==> config.mk <==
export PLATFORM = sky130hd
export DESIGN_NAME = comando_nivel_mais_menos
export DESIGN_NICKNAME = d
export VERILOG_FILES = /design/src/rtl/comando_nivel_mais_menos.sv
export SDC_FILE = /design/constraint.sdc
export NUM_CORES = 1
export LEC_CHECK = 0
export BUFFER_PORTS_ARGS = -buffer_cell sky130_fd_sc_hd__buf_2
export CORE_MARGIN = 1
export CORE_UTILIZATION = 55
export CTS_CLUSTER_SIZE = 14
export DETAILED_ROUTE_END_ITERATION = 10
export GPL_TIMING_DRIVEN = 0
export PLACE_DENSITY = 0.75
export SETUP_SLACK_MARGIN = 0.1
export SYNTH_ARGS = -nofsm -noshare
export SYNTH_HDL_FRONTEND = slang
export SYNTH_SLANG_ARGS = --single-unit
==> constraint.sdc <==
create_clock -name clock -period 1.9 [get_ports clock]
set_input_delay 0.19 -clock clock [delete_from_list [all_inputs] [get_ports clock]]
set_output_delay 0.19 -clock clock [all_outputs]
set_load 0.05 [all_outputs]
==> src/rtl/comando_nivel_mais_menos.sv <==
// Raise/lower button front-end: synchronise, debounce and emit one-cycle soma/sub/enp commands with limit rejection.
// Optional auto-repeat while held is enabled by defining COMANDO_NIVEL_AUTO_REPEAT_EN.
module comando_nivel_mais_menos #(
    parameter int DEBOUNCE_CICLOS = 50000,
    parameter int REPEAT_DELAY    = 25000000,
    parameter int REPEAT_PERIOD   = 10000000
) (
    input  logic       clock,
    input  logic       clr,
    input  logic       botao_mais,
    input  logic       botao_menos,
    input  logic [2:0] nivel,
    output logic       soma,
    output logic       sub,
    output logic       enp,
    output logic       rejeitado,
    output logic [2:0] db_estado
);

    generate
        if (DEBOUNCE_CICLOS < 1 || REPEAT_DELAY < 1 || REPEAT_PERIOD < 1) begin : g_param_invalid
            $error("comando_nivel_mais_menos: counts must be at least 1");
        end
    endgenerate

    typedef enum logic [2:0] {
        OCIOSO        = 3'd0,
        PULSO         = 3'd1,
        SEGURA        = 3'd2,
        REPETE        = 3'd3,
        ESPERA_SOLTAR = 3'd4
    } estado_t;

    localparam int DW = $clog2(DEBOUNCE_CICLOS + 1);

    logic [1:0] botoes;
    logic [1:0] sync1;
    logic [1:0] sync2;

    assign botoes = {botao_mais, botao_menos};

    generate
        for (genvar gi = 0; gi < 2; gi++) begin : g_sync
            logic s1_reg;
            logic s2_reg;
            always_ff @(posedge clock or negedge clr) begin
                if (!clr) begin
                    s1_reg <= 1'b0;
                    s2_reg <= 1'b0;
                end else begin
                    s1_reg <= botoes[gi];
                    s2_reg <= s1_reg;
                end
            end
            assign sync1[gi] = s1_reg;
            assign sync2[gi] = s2_reg;
        end
    endgenerate

    // sync1 is the value sync2 takes next edge, so a mismatch marks a change of the pair.
    logic [DW-1:0] db_cnt_reg;
    logic [1:0]    filt_reg;

    always_ff @(posedge clock or negedge clr) begin
        if (!clr) begin
            db_cnt_reg <= '0;
            filt_reg   <= 2'b00;
        end else if (sync1 != sync2) begin
            db_cnt_reg <= '0;
        end else if (sync2 != filt_reg) begin
            if (db_cnt_reg >= DW'(DEBOUNCE_CICLOS - 1)) begin
                filt_reg   <= sync2;
                db_cnt_reg <= '0;
            end else begin
                db_cnt_reg <= db_cnt_reg + DW'(1);
            end
        end else begin
            db_cnt_reg <= '0;
        end
    end

    logic libera_mais;
    logic libera_menos;
    logic libera_dir;

    estado_t    estado_reg;
    logic       dir_mais_reg;
    logic [1:0] padrao;
    logic       soma_reg;
    logic       sub_reg;
    logic       enp_reg;
    logic       rej_reg;

    assign libera_mais  = (nivel != 3'd5);
    assign libera_menos = (nivel != 3'd1);
    assign libera_dir   = dir_mais_reg ? libera_mais : libera_menos;
    assign padrao       = dir_mais_reg ? 2'b10 : 2'b01;

`ifdef COMANDO_NIVEL_AUTO_REPEAT_EN
    localparam int RMAX = (REPEAT_DELAY > REPEAT_PERIOD) ? REPEAT_DELAY : REPEAT_PERIOD;
    localparam int RW   = $clog2(RMAX + 1);
    logic [RW-1:0] rep_cnt_reg;
`endif

    always_ff @(posedge clock or negedge clr) begin
        if (!clr) begin
            estado_reg   <= OCIOSO;
            dir_mais_reg <= 1'b0;
            soma_reg     <= 1'b0;
            sub_reg      <= 1'b0;
            enp_reg      <= 1'b0;
            rej_reg      <= 1'b0;
`ifdef COMANDO_NIVEL_AUTO_REPEAT_EN
            rep_cnt_reg  <= '0;
`endif
        end else begin
            soma_reg <= 1'b0;
            sub_reg  <= 1'b0;
            enp_reg  <= 1'b0;
            rej_reg  <= 1'b0;
            case (estado_reg)
                OCIOSO: begin
                    // The command is registered on the edge entering PULSO, using nivel from that edge.
                    if (filt_reg == 2'b10) begin
                        estado_reg   <= PULSO;
                        dir_mais_reg <= 1'b1;
                        if (libera_mais) begin
                            soma_reg <= 1'b1;
                            enp_reg  <= 1'b1;
                        end else begin
                            rej_reg <= 1'b1;
                        end
                    end else if (filt_reg == 2'b01) begin
                        estado_reg   <= PULSO;
                        dir_mais_reg <= 1'b0;
                        if (libera_menos) begin
                            sub_reg <= 1'b1;
                            enp_reg <= 1'b1;
                        end else begin
                            rej_reg <= 1'b1;
                        end
                    end else if (filt_reg == 2'b11) begin
                        estado_reg <= ESPERA_SOLTAR;
                    end
                end
                PULSO: begin
                    estado_reg <= SEGURA;
`ifdef COMANDO_NIVEL_AUTO_REPEAT_EN
                    rep_cnt_reg <= '0;
`endif
                end
                SEGURA, REPETE: begin
                    if (filt_reg == 2'b00) begin
                        estado_reg <= OCIOSO;
                    end else if (filt_reg != padrao) begin
                        estado_reg <= ESPERA_SOLTAR;
                    end else begin
`ifdef COMANDO_NIVEL_AUTO_REPEAT_EN
                        if ((estado_reg == SEGURA && rep_cnt_reg >= RW'(REPEAT_DELAY - 1)) ||
                            (estado_reg == REPETE && rep_cnt_reg >= RW'(REPEAT_PERIOD - 1))) begin
                            estado_reg  <= REPETE;
                            rep_cnt_reg <= '0;
                            if (libera_dir) begin
                                soma_reg <= dir_mais_reg;
                                sub_reg  <= !dir_mais_reg;
                                enp_reg  <= 1'b1;
                            end else begin
                                rej_reg <= 1'b1;
                            end
                        end else begin
                            rep_cnt_reg <= rep_cnt_reg + RW'(1);
                        end
`else
                        estado_reg <= SEGURA;
`endif
                    end
                end
                ESPERA_SOLTAR: begin
                    if (filt_reg == 2'b00) begin
                        estado_reg <= OCIOSO;
                    end
                end
                default: estado_reg <= OCIOSO;
            endcase
        end
    end

`ifndef COMANDO_NIVEL_AUTO_REPEAT_EN
    logic unused_ok;
    assign unused_ok = libera_dir;
`endif

    assign soma      = soma_reg;
    assign sub       = sub_reg;
    assign enp       = enp_reg;
    assign rejeitado = rej_reg;
    assign db_estado = estado_reg;

endmodule

==> results_dict.tcl <==
set metrics [dict create \
    grt_pass1_vias 978 \
    start_util 0.578 \
    clock_latency_ns 0.33 \
    grt_usage 0.208 \
    ys_seq_area_frac 0.524 \
    final_common_cell "dfrtp_1" \
    cap_violations 0 \
    combPwrFrac 0.049 \
    powerDensity_mw_per_mm2 709 \
    cp.arrival_ns 1.93 \
    place_congestion 0.739 \
    drt-vias-per-instance 5.51 \
    cts_sinks 30 \
    nFillCells 187 \
    synth_edf_count 0 \
    core_area_sq_mm 0.00248 \
    syn-instance-count 136 \
    grtUsageMet2 0.321 \
    numCtsBuffers 5 \
    hold_viol_final 0 \
    die_area_sq_mm 0.00281 \
    cp_data_required_time_ns 2.15 \
    finalCritPeriodShare 0.883 \
    synth_ff_type "dfrtp_1" \
    seq_power_share 0.541 \
    post-place-ws_ns -0.102 \
    avgSynthCellArea_sq_um 10.5 \
    io_buffers 13 \
    peakVddDrop_mv 0.613 \
    routed_wl_microns 2550 \
    drive_above_1_share 0.228 \
    grtUsageMet1 0.261 \
    grt.busiest_layer "met2" \
    num_antenna_cells 0 \
    drc 0 \
    timing.reg2reg.setup_slack_ns 0.22 \
    tightest_slew_ns 0.640 \
    drtAntennaViolNets 0 \
    p_switching_w 0.000261 \
    async_flop_share 1.00 \
    yosysWarnings 0 \
    largest_reg_flops 16 \
    slew_violations 0 \
    hold_start "nivel[1]" \
    layout_setup_ws_ns 0.223 \
    sw_frac_of_total 0.217 \
    grt-ovfl-total 0 \
    skew_ns 0.0144 \
    syn_nets 148 \
    power.internal_w 0.000943 \
    first_pass_iters 4 \
    status "completed" \
    grt_max_degree 31 \
    num_rows 18 \
    rsz0062_at_grt "no" \
    crit_path_start "db_cnt_reg[7]" \
    clockBufferDepth 2 \
    finalSetupViolCount 0 \
    clockPowerShare 0.410 \
    grt_pass1_wl_microns 4080 \
    cp_max_fo 10 \
    drt-initial-drc-count 33 \
    slew_headroom 0.573 \
    yosysTopAreaCell "dfrtp_1" \
    path_class "register to register" \
    dieWidth_microns 53.0 \
    synth_seq_cells 30 \
    hold_path.class "primary input to register" \
    clock.fmax_ghz 0.596 \
    fp.dieH_microns 53.0 \
    cp-end-kind "register" \
    hold_depth 3 \
    clk_pin_slew_ns 0.10 \
    nets 173 \
    ys_top_cells_by_area "dfrtp_1, xnor2_1, nor2_1, ha_1, nor4_1" \
    ios 14 \
    tritoncts "built" \
    dp_hpwl_microns 1770 \
    wl_per_cell_microns 13.3 \
    antenna_found_initial 0 \
    reg2reg_depth 6 \
    yosysTopAreaCellShare 0.524 \
    tns_ns 0 \
    num_vias 1058 \
    synth_cell_types 29 \
    finalCriticalPeriod_ns 1.68 \
    cts_root_buf "clkbuf_4" \
    p_leak_nw 0.725 \
    htreeDepth 2 \
    cp-start-kind "register" \
    layout_common_cells "dfrtp_1, nor2_1, xnor2_1" \
    grt_use_met3 0.0776 \
    area_delta_synth_final_pct 18.5 \
    reg2reg_from "db_cnt_reg[7]" \
    netlist_area_sq_mm 0.00143 \
]
## routing by layer
metal / vias to the layer above / routed length [microns]
li1: 517 / -
met1: 506 / 1170
met2: 31 / 1210
met3: 4 / 145
met4: 0 / 18
met5: - / 0
## cells in the mapped netlist (2+ instances only)
cell	number
dfrtp_1	30
nor2_1	20
xnor2_1	14
nand2_1	9
nor3_1	7
inv_1	6
nor4_1	6
ha_1	5
nand3_1	5
xor2_1	4
a21oi_1	3
mux2_2	3
o21ai_0	3
and3_1	2
buf_6	2
nand4_1	2
nor2b_1	2
nor3b_1	2
## power groups by stage
stage / combinational [W] / sequential, W / clock (W)
6_report: 0.0000584 / 0.000651 / 0.000494
5_1_grt: 0.0000657 / 0.000653 / 0.000538
4_1_cts: 0.0000599 / 0.000651 / 0.000503
3_5_place_dp: 0.0000549 / 0.000664 / 0
3_3_place_gp: 0.0000531 / 0.000663 / 0
2_1_floorplan: 0.0000301 / 0.000663 / 0
## path summary, 6_finish.rpt
kind,end
min in group asynchronous,sub
worst max-delay path,db_cnt_reg[12]
worst min-delay path,enp
max in group asynchronous,filt_reg[1]
worst min register to register,g_sync[0].s2_reg
worst max register to register,db_cnt_reg[12]
## stage by stage
step	total power [W]	instances	hold WS (ns)	util	instance area, sq um
after floorplan	0.000693	136	-0.106	-	1430
after global placement	0.000716	179	0.248	0.620	1540
after detailed placement	0.000719	179	0.256	0.620	1540
after CTS	0.00121	190	0.153	0.666	1650
after global routing	0.00126	192	0.162	0.685	1700
final	0.00120	192	0.155	0.685	1700
## cells by family (layout without fill, tap and decap cells)
family	count (synthesis)	count (layout)	share of synthesized area
adder cells (fa/ha/maj)	5	5	0.0437
flip-flops	30	30	0.524
AND/OR/NAND/NOR	60	60	0.205
XOR/XNOR	18	18	0.110
buffers and inverters	8	34	0.0314
AO/OA/AOI/OAI	11	11	0.0550
multiplexers	4	4	0.0306
## critical path, cell delays in order, from the launching register on
cell	delay, ns
dfrtp_1	0.49
nor3_4	0.25
a2111oi_4	0.10
or3b_1	0.38
buf_6	0.15
buf_6	0.14
nor2_1	0.11
## area by class of cell
class	count	area (sq um)	share of cell area
Sequential cell	30	753	0.444
Multi-Input combinational cell	98	674	0.397
Timing Repair Buffer	18	110	0.0648
Clock inverter	3	40.0	0.0236
Clock buffer	5	37.5	0.0221
Tap cell	30	37.5	0.0221
Buffer	2	22.5	0.0133
Inverter	6	22.5	0.0133
## timing repair
action,in CTS,in global routing
endpoints found under the setup margin,18,12
gates cloned,0,0
setup buffers,0,2
endpoints found under the hold margin,32,0
gates resized for setup,2,7
hold buffers,3,0
No activity file was read; power rests on OpenSTA's default activity.
